## config.mk

```make
export PLATFORM = sky130hd
export DESIGN_NAME = io_port_gen
export DESIGN_NICKNAME = d
export VERILOG_FILES = /design/src/rtl/io_port_gen.sv
export SDC_FILE = /design/constraint.sdc
export NUM_CORES = 1
export LEC_CHECK = 0
export ABC_AREA = 1
export BUFFER_PORTS_ARGS = -buffer_cell sky130_fd_sc_hd__buf_4
export CORE_AREA = 2 2 88 90
export CTS_CLUSTER_DIAMETER = 40
export DETAILED_ROUTE_END_ITERATION = 12
export DIE_AREA = 0 0 90 92
export GPL_TIMING_DRIVEN = 1
export PLACE_DENSITY = 0.81
export SYNTH_ARGS = -nofsm -noshare
export SYNTH_HDL_FRONTEND = slang
export SYNTH_HIERARCHICAL = 1
export SYNTH_SLANG_ARGS = --single-unit
```

## constraint.sdc

```tcl
create_clock -name clk -period 3.7 [get_ports clk]
set_clock_uncertainty 0.15 [all_clocks]
set_input_delay 0.555 -clock clk [delete_from_list [all_inputs] [get_ports clk]]
set_output_delay 0.555 -clock clk [all_outputs]
set_load 0.02 [all_outputs]
```

## src/rtl/io_port_gen.sv

```systemverilog
// io_port_gen: parametrised memory-mapped I/O port (switches, LEDs, two buttons)
// on the pRead/pWrite bus. Buttons and switches are synchronised; buttons are
// also debounced and edge-detected. Read data is registered (1-cycle latency).
// Optional feature: define IO_IRQ_EN to add the registered irq output and the
// CTRL.irq_mask bit; without it CTRL bit1 reads 0 and its writes are ignored.

// Per-button conditioning: 2-FF synchroniser, debounce counter, rising-edge pulse.
module io_db #(
  parameter int DB_CYCLES = 16
) (
  input  logic clk,
  input  logic rst,
  input  logic raw,
  output logic press
);
  localparam int CW = (DB_CYCLES > 2) ? $clog2(DB_CYCLES) : 1;
  localparam logic [CW-1:0] LAST = CW'(DB_CYCLES - 1);

  logic [1:0]    sync;
  logic          stable, stable_q;
  logic [CW-1:0] cnt;

  // Synchronise, then accept a new level only after DB_CYCLES differing cycles.
  always_ff @(posedge clk) begin
    if (rst) begin
      sync     <= '0;
      stable   <= 1'b0;
      stable_q <= 1'b0;
      cnt      <= '0;
    end else begin
      sync     <= {sync[0], raw};
      stable_q <= stable;
      if (sync[1] != stable) begin
        if (cnt == LAST) begin
          stable <= sync[1];
          cnt    <= '0;
        end else begin
          cnt <= cnt + 1'b1;
        end
      end else begin
        cnt <= '0;
      end
    end
  end

  // Only 0->1 of the debounced level produces a one-cycle pulse.
  assign press = stable & ~stable_q;
endmodule

module io_port_gen #(
  parameter int SW_W      = 16,
  parameter int LED_W     = 12,
  parameter int DB_CYCLES = 16,
  parameter int ADDR_W    = 3
) (
  input  logic              clk,
  input  logic              rst,
  input  logic              pRead,
  input  logic              pWrite,
  input  logic [ADDR_W-1:0] addr,
  input  logic [31:0]       pWriteData,
  output logic [31:0]       pReadData,
  input  logic              buttonL,
  input  logic              buttonR,
  input  logic [SW_W-1:0]   switch,
  output logic [LED_W-1:0]  led
`ifdef IO_IRQ_EN
  ,
  output logic              irq
`endif
);
`ifdef IO_IRQ_EN
  localparam bit IRQ_EN = 1'b1;
`else
  localparam bit IRQ_EN = 1'b0;
`endif

  localparam logic [ADDR_W-1:0] A_STATUS = ADDR_W'(0);
  localparam logic [ADDR_W-1:0] A_LED    = ADDR_W'(1);
  localparam logic [ADDR_W-1:0] A_SW     = ADDR_W'(2);
  localparam logic [ADDR_W-1:0] A_CTRL   = ADDR_W'(3);

  logic [SW_W-1:0]  sw_s1, sw_s2, reg_sw;
  logic [LED_W-1:0] reg_led;
  logic             shown, in_valid, overflow, auto_mode, irq_mask;
  logic [1:0]       btn_raw, btn_press;
  logic             pL, pR;
  logic             rd_status, rd_sw, wr_led, wr_ctrl;
  logic [31:0]      rd_mux;
  logic             unused_wdata;

  assign unused_wdata = ^pWriteData;

  // Button lanes: index 0 = buttonL ("show LEDs"), 1 = buttonR ("sample switches").
  assign btn_raw = {buttonR, buttonL};
  for (genvar g = 0; g < 2; g++) begin : g_btn
    io_db #(.DB_CYCLES(DB_CYCLES)) u_db (
      .clk   (clk),
      .rst   (rst),
      .raw   (btn_raw[g]),
      .press (btn_press[g])
    );
  end
  assign pL = btn_press[0];
  assign pR = btn_press[1];

  // Switches only need synchronising; they are sampled on a pR pulse.
  always_ff @(posedge clk) begin
    if (rst) begin
      sw_s1 <= '0;
      sw_s2 <= '0;
    end else begin
      sw_s1 <= switch;
      sw_s2 <= sw_s1;
    end
  end

  assign rd_status = pRead  && (addr == A_STATUS);
  assign rd_sw     = pRead  && (addr == A_SW);
  assign wr_led    = pWrite && (addr == A_LED);
  assign wr_ctrl   = pWrite && (addr == A_CTRL);

  // Read mux sees pre-update register contents.
  always_comb begin
    rd_mux = '0;
    case (addr)
      A_STATUS: rd_mux = {29'd0, overflow, in_valid, shown};
      A_SW:     rd_mux = 32'(reg_sw);
      A_CTRL:   rd_mux = {30'd0, irq_mask, auto_mode};
      default:  rd_mux = '0;
    endcase
  end

  // Register file: read capture, switch sampling, status flags, LED/CTRL writes.
  always_ff @(posedge clk) begin
    if (rst) begin
      pReadData <= '0;
      reg_sw    <= '0;
      reg_led   <= '0;
      led       <= '0;
      shown     <= 1'b0;
      in_valid  <= 1'b0;
      overflow  <= 1'b0;
      auto_mode <= 1'b0;
      irq_mask  <= 1'b0;
    end else begin
      if (pRead) pReadData <= rd_mux;
      if (pR) reg_sw <= sw_s2;
      // A same-cycle pR keeps in_valid set and does not count as overflow.
      in_valid <= pR | (in_valid & ~rd_sw);
      overflow <= (pR & in_valid & ~rd_sw) | (overflow & ~rd_status);
      if (wr_led) begin
        reg_led <= pWriteData[LED_W-1:0];
        if (auto_mode) begin
          led   <= pWriteData[LED_W-1:0];
          shown <= 1'b1;
        end else begin
          shown <= 1'b0;
        end
      end
      // Manual show: old reg_led goes out; a colliding write still clears shown.
      if (pL && !auto_mode) begin
        led <= reg_led;
        if (!wr_led) shown <= 1'b1;
      end
      if (wr_ctrl) begin
        auto_mode <= pWriteData[0];
        irq_mask  <= pWriteData[1] & IRQ_EN;
      end
    end
  end

`ifdef IO_IRQ_EN
  // Registered interrupt: follows mask and flags with one cycle of lag.
  always_ff @(posedge clk) begin
    if (rst) irq <= 1'b0;
    else     irq <= irq_mask & (in_valid | overflow);
  end
`endif
endmodule

```

==> key figures, run 1 <==
Synth
  • Share of the synthesized area in the top cell type: 54.2%
  • Synth Area in Adders: 0.627%
  • Ranking of synthesized cells by area: dfxtp_1 (54%), nor2_1 (12%), nand2_1 (7.5%)
  • Netlist cell types: 22
  • XOR/XNOR share of the synthesized area: 0.439%
  • Post-synthesis mux area share: 0%
  • Post-Syn Area: 3990 µm²
  • Synthesized instance count: 511
  • Post-synthesis sequential area ratio: 54.2%
  • Largest family of logic cells by synthesized area: simple AND/OR/NAND/NOR gates
  • Post-Synth Simple-Gate Area: 25.2%
  • Synth warn: 6
  • Syn_area_per_cell: 7.81 µm²
  • Leading area contributor after synthesis: dfxtp_1
  • FF+latch count, synth: 108
  • Synth Area in Compound Gates: 8.28%

Critical path
  • Reg-to-Reg End: reg_sw[1]
  • Reg2reg start: g_btn[1].u_db/stable
  • CP startpoint: g_btn[1].u_db/stable
  • Cells on worst reg2reg path: 6
  • Critical Path, Cell by Cell: inv_1 > nor2_1 > buf_4 > clkinv_1 > o21ai_0 > a21oi_1
  • Slowest cell on the critical path: clkinv_1
  • Element type at the critical path end: flop
  • Worst EP arrival: 1.93 ns
  • Reg2reg setup slack: 1.86 ns
  • Critical Setup Path Class: reg2reg
  • Worst-path maximum fanout: 19
  • CP top delay family: buffers and inverters
  • Max incr delay on CP: 0.41 ns
  • CP Buf/Inv Count: 3
  • CP startpoint kind: flop
  • Worst path required time: 3.79 ns

STA
  • Final setup fails: 0
  • Least-Margin Pin Slew: 1.07 ns
  • Slew Viols, Final: 0
  • Final period utilization: 49.7%
  • Final worst path period need: 1.84 ns
  • Post-Route Setup TNS: 0 ns
  • Final Hold Viols: 0
  • Unrepaired setup endpoints after global routing: no
  • Max-slew headroom: 28.7%
  • Max Clk Rate: 0.544 GHz

Power and ir drop
  • Seq pwr share: 60.8%
  • Clock power frac: 33.2%
  • Combinational Power Share: 6.0%
  • Sw Share: 24.4%
  • Power per cell area: 425 nW/µm²
  • Overall Power: 1.96 mW
  • Cell internal pwr: 1.48 mW
  • VDD IR max: 0.000198 V
  • Leakage: 2.15 nW
  • P_sw: 478 µW

Cells and area
  • Multi-input gate area: 1440 µm²
  • Most common cell after layout, fill and taps aside: nor2_1
  • Layout cells sized above 1: 18.9%
  • Nets: 626
  • Most frequent cells in the layout: nor2_1 (123), dfxtp_1 (108), nand2_1 (80)
  • Design Area, Final: 4620 µm²
  • Register Area: 2160 µm²
  • Syn-to-layout area delta: 15.9%
  • FILL cells: 684
  • Ant diodes: 0

Clock network
  • TritonCTS sink count: 108
  • Reg clk slew, reported paths: 0.10 ns
  • Inserted Clock Buffers: 9
  • Root buffer cell: clkbuf_8
  • Postcts setup bufs: 0
  • Worst-skew pair later-pin latency: 0.36 ns
  • CTS tree: built
  • Hold_buf cts: 0
  • CTS max path bufs: 2
  • Resized Gates After CTS: 0
  • H-Tree Depth: 3

Place
  • Placed standard-cell area: 4440 µm²
  • Dpl hpwl: 4960 µm
  • Gpl congestion: 0.770
  • Buffers added on ports: 64

Die
  • FP Rows: 32
  • Die area: 8280 µm²
  • Die Wd: 90 µm
  • Initial Util: 53.6%
  • DIE HEIGHT: 92 µm
  • I/O pin count: 101
  • Core area: 7450 µm²

GRT
  • Grt met2 use: 31.3%
  • Vias in the first global route: 2902
  • Met3 usage: 3.20%
  • Global-route wire length before repair: 12200 µm
  • Gr ovfl total: 0
  • GRT Util Overall: 17.8%
  • Antenna violations before repair: 0
  • Met1 GRT Util: 21.6%
  • Largest net degree at the start of global routing: 62
  • Top Usage Layer GRT: met2

Flow run
  • Max-Cap Viols: 0

Routing
  • Post-route ant nets: 0
  • Post-detailed-route wirelength per cell: 10.7 µm
  • 1st-pass router iterations: 4
  • Routed WL: 7180 µm
  • Initial drt markers: 125
  • Vias: 3183
  • Vias per std cell: 4.72
  • Post-route DRC: 0

Worst hold path
  • HP Start: switch[15]
  • Hold path depth: 3
  • Worst Hold Class: in2reg
  • WHS Endpoint: sw_s1[15]

Run status
  • Status: completed
## registers in the layout (all words and copies together), names as in the netlist
signal,flops
auto_mode,1
reg_led,12
g_btn.u_db/cnt,8
pReadData,16
sw_s1,16
led,12
in_valid,1
g_btn.u_db/stable_q,2
shown,1
g_btn.u_db/sync,4
sw_s2,16
overflow,1
g_btn.u_db/stable,2
reg_sw,16
## metrics by stage
step	cells	hold WS, ns	worst slack [ns]	utilization, %
2_1_floorplan	526	0.238	2.21	-
3_3_place_gp	658	0.240	1.70	59.6
3_5_place_dp	658	0.246	1.63	59.6
4_1_cts	674	0.233	1.85	62.1
5_1_grt	674	0.244	1.62	62.1
6_report	674	0.241	1.86	62.1
## final cells by class
class	count	share of cell area (%)
Sequential cell	108	46.8
Multi-Input combinational cell	324	31.1
Timing Repair Buffer	66	10.7
Inverter	58	4.71
Tap cell	102	2.76
Clock buffer	9	2.68
Clock inverter	7	1.33
## cells by family (layout without fill, tap and decap cells)
logic type	count (synthesis)	in the layout
other	1	16
AND/OR/NAND/NOR	238	238
buffers and inverters	94	140
adder cells (fa/ha/maj)	2	2
XOR/XNOR	2	2
flip-flops	108	108
AO/OA/AOI/OAI	66	66
## worst max path at each step
stage,endpoint,slack (ns),cells past startpoint
6_report,reg_sw[1],1.86,6
5_1_grt,reg_sw[1],1.62,6
4_1_cts,reg_sw[1],1.85,6
3_5_place_dp,reg_sw[1],1.63,4
3_3_place_gp,reg_sw[1],1.70,4
2_1_floorplan,led[10],2.21,8
## power groups by stage
stage / sequential, mW / clock (mW) / combinational, mW
floorplan: 1.22 / 0 / 0.0839
global placement: 1.22 / 0 / 0.113
detailed placement: 1.22 / 0 / 0.117
CTS: 1.19 / 0.664 / 0.117
global route: 1.20 / 0.705 / 0.131
finish: 1.19 / 0.651 / 0.117
## worst register-to-register path, stage by stage, from the launching register on
cell and delay [ns]:
dfxtp_1 0.36, inv_1 0.07, nor2_1 0.12, buf_4 0.21
clkinv_1 0.41, o21ai_0 0.34, a21oi_1 0.06
## Yosys cell counts, drive strengths merged
master,n
nor2,136
dfxtp,108
nand2,84
inv,57
o21ai,44
buf,24
a21oi,22
nand3,14
clkbuf,12
nand4,4
ha,2
xnor2,2
clkinv,1
conb,1
## per-layer routing
layer  share of wire [%]  vias to the layer above
met5                   0                        -
met4                 2.1                        0
met3                 4.1                       15
met2                  48                       78
met1                  46                     1452
li1                    -                     1638
Note: power is estimated with default switching activity, not from simulation.
==> inputs of run 2 (changes only) <==
ABC_AREA = 0   (was 1)
CORE_AREA = 2 2 95 97   (was 2 2 88 90)
DIE_AREA = 0 0 97 99   (was 0 0 90 92)
PLACE_DENSITY = 0.73   (was 0.81)
clock period = 1.6 ns   (was 3.7 ns; I/O delays follow)
==> run 2 against run 1 <==
Against the previous run: critical path depth fell by 1; maximum frequency increased by 25%; design area is 9.1% higher; die area grew 16%; routed wire length is 1.4% higher; highest routed layer unchanged; cell count down 13%; synthesized cell count shrank 26%; non-clock buffer count increased by 43.
==> key figures, run 2 <==
Run status
  • Status: completed

Clock network
  • Worst-skew pair later-pin latency: 0.36 ns
  • Inserted Clock Buffers: 9
  • CTS tree: built
  • Root buffer cell: clkbuf_8
  • CTS max path bufs: 2
  • TritonCTS sink count: 108
  • H-Tree Depth: 3
  • Reg clk slew, reported paths: 0.11 ns

Synth
  • Ys flop type: dfxtp_1
  • Top-count cell post-synth: dfxtp_1
  • Synth warn: 6
  • Leading area contributor after synthesis: dfxtp_1
  • Share of the synthesized area in the top cell type: 54.5%
  • Post-synth EDFFs: 0
  • Ranking of synthesized cells by area: dfxtp_1 (54%), mux2i_1 (7.8%), nor2b_1 (6.5%)
  • Syn_area_per_cell: 10.5 µm²
  • Post-Syn Area: 3970 µm²
  • Post-synthesis sequential area ratio: 54.5%
  • Top cells by count, synth: dfxtp_1 (108), nor2b_1 (41), nor2_1 (40)
  • Ys async rst share: 0%
  • FF+latch count, synth: 108
  • Netlist cell types: 35
  • Synthesized instance count: 379

STA
  • Max Clk Rate: 0.681 GHz
  • Final worst path period need: 1.47 ns
  • Final period utilization: 91.7%
  • Unrepaired setup endpoints after global routing: no
  • Hold slack: 0.0578 ns
  • Post-Route Setup TNS: 0 ns
  • Slew Viols, Final: 0
  • Final Hold Viols: 0
  • Final setup fails: 0

Die
  • Core area: 8550 µm²
  • FP Rows: 34
  • Die area: 9600 µm²
  • I/O pin count: 101
  • DIE HEIGHT: 99 µm
  • Initial Util: 46.4%
  • Die Wd: 97 µm

Routing
  • Initial drt markers: 96
  • 1st-pass router iterations: 4
  • Vias: 2805
  • Post-route ant nets: 0
  • Post-route DRC: 0
  • Routed WL: 7280 µm
  • Vias per std cell: 4.79
  • Post-detailed-route wirelength per cell: 12.4 µm

GRT
  • GRT Util Overall: 15.7%
  • Global-route wire length before repair: 12300 µm
  • Gr ovfl total: 0
  • Largest net degree at the start of global routing: 53
  • Vias in the first global route: 2645
  • Antenna violations before repair: 0

Critical path
  • Slowest cell on the critical path: dfxtp_1
  • Critical Path, Cell by Cell: nor2b_1 > nor2b_4 > buf_12 > mux2i_1 > a211oi_2
  • Critical Setup Path Class: reg2reg
  • CP startpoint kind: flop
  • Element type at the critical path end: flop
  • Worst path required time: 1.70 ns
  • Worst EP arrival: 1.57 ns
  • Max incr delay on CP: 0.34 ns
  • Worst-path maximum fanout: 16

Worst hold path
  • Worst Hold Class: in2reg

Cells and area
  • Register Area: 2160 µm²
  • Ant diodes: 0
  • Most frequent cells in the layout: dfxtp_1 (108), buf_4 (75), nor2b_1 (40), nor2_1 (40), mux2i_1 (31)
  • Syn-to-layout area delta: 27.2%
  • Nets: 532
  • Design Area, Final: 5050 µm²
  • Layout cells sized above 1: 23.4%
  • FILL cells: 722
  • Core Util, Final: 59.0%
  • Multi-input gate area: 1600 µm²
  • Most common cell after layout, fill and taps aside: dfxtp_1

Place
  • Placed standard-cell area: 4550 µm²
  • Dpl hpwl: 4840 µm
  • Gpl congestion: 0.759
  • Buffers added on ports: 64

Flow run
  • Max-Cap Viols: 0

Power and ir drop
  • VDD IR max: 0.000500 V
  • Power per cell area: 933 nW/µm²
  • Leakage: 2.02 nW
run 2: cell types whose count changed in the layout (fill, tap and decap cells not counted), moves of 14 or more:
cell,change
nand2_1,-53
mux2i_1,+31
nor2_1,-83
nor2b_1,+40
inv_1,-50
o21ai_1,-15
dlygate4sd3_1,+30
a211oi_1,+14
o21ai_0,-28
a22oi_1,+16
run 2: power by group:
part | total [mW] | switching (mW) | internal (mW)
Sequential | 2.75 | 0.0145 | 2.74
Combinational | 0.327 | 0.159 | 0.168
Clock | 1.63 | 1.00 | 0.628
run 2: timing repair:
action,CTS,global route
resized for setup,0,1
endpoints found under the setup margin,0,8
hold endpoints to repair,31,0
hold buffers,30,0
setup buffers,0,0
run 2: layout make-up:
class                   instances  share of cell area, %
inverters                       4                  0.298
clock buffers                   9                   2.45
repair buffers                109                   18.7
well taps                     108                   2.68
multi-input cells             241                   31.6
flip-flops and latches        108                   42.8
clock inverters                 7                   1.41
run 2: per-layer routing:
layer | part of all wire (%) | track usage [%] | routed length [µm]
met5 | 0 | 0 | 0
met3 | 3.6 | 2.98 | 262
met4 | 1.3 | 6.61 | 95
met2 | 49 | 26.6 | 3600
met1 | 46 | 19.7 | 3330
run 2: path summary, 6_finish.rpt:
kind | startpoint | endpoint | slack [ns] | cells after the start
hold reg to reg | sw_s1[9] | sw_s2[9] | 0.29 | 1
hold / removal | addr[0] | pReadData[0] | 0.06 | 3
setup reg to reg | g_btn[0].u_db/stable | led[6] | 0.13 | 5
setup / recovery | g_btn[0].u_db/stable | led[6] | 0.13 | 5
run 2: stage by stage:
stage / power [mW] / cells / worst slack [ns]
floorplan: 2.99 / 394 / 0.0955
global placement: 3.08 / 540 / 0.106
detailed placement: 3.08 / 540 / 0.0583
CTS: 4.75 / 586 / 0.0683
global route: 4.91 / 586 / 0.00479
finish: 4.71 / 586 / 0.133
run 2: worst max-delay path, delay by kind of cell (launching register included):
family                 cells  cell delay, ns
buffers and inverters      1            0.17
DFF                        1            0.34
AOI/OAI and AO/OA          1            0.10
and+or+nand+nor            2            0.34
muxes                      1            0.26
run 2: cell families after synthesis:
logic type                 Yosys count  share of synthesized area (%)
xor gates and xnor gates             6                           1.32
and+or+nand+nor                    124                           16.4
other                                1                         0.0945
buffers and inverters               45                           6.91
AOI/OAI and AO/OA                   59                           11.5
adders and majority gates            2                          0.631
muxes                               34                           8.67
DFF                                108                           54.5
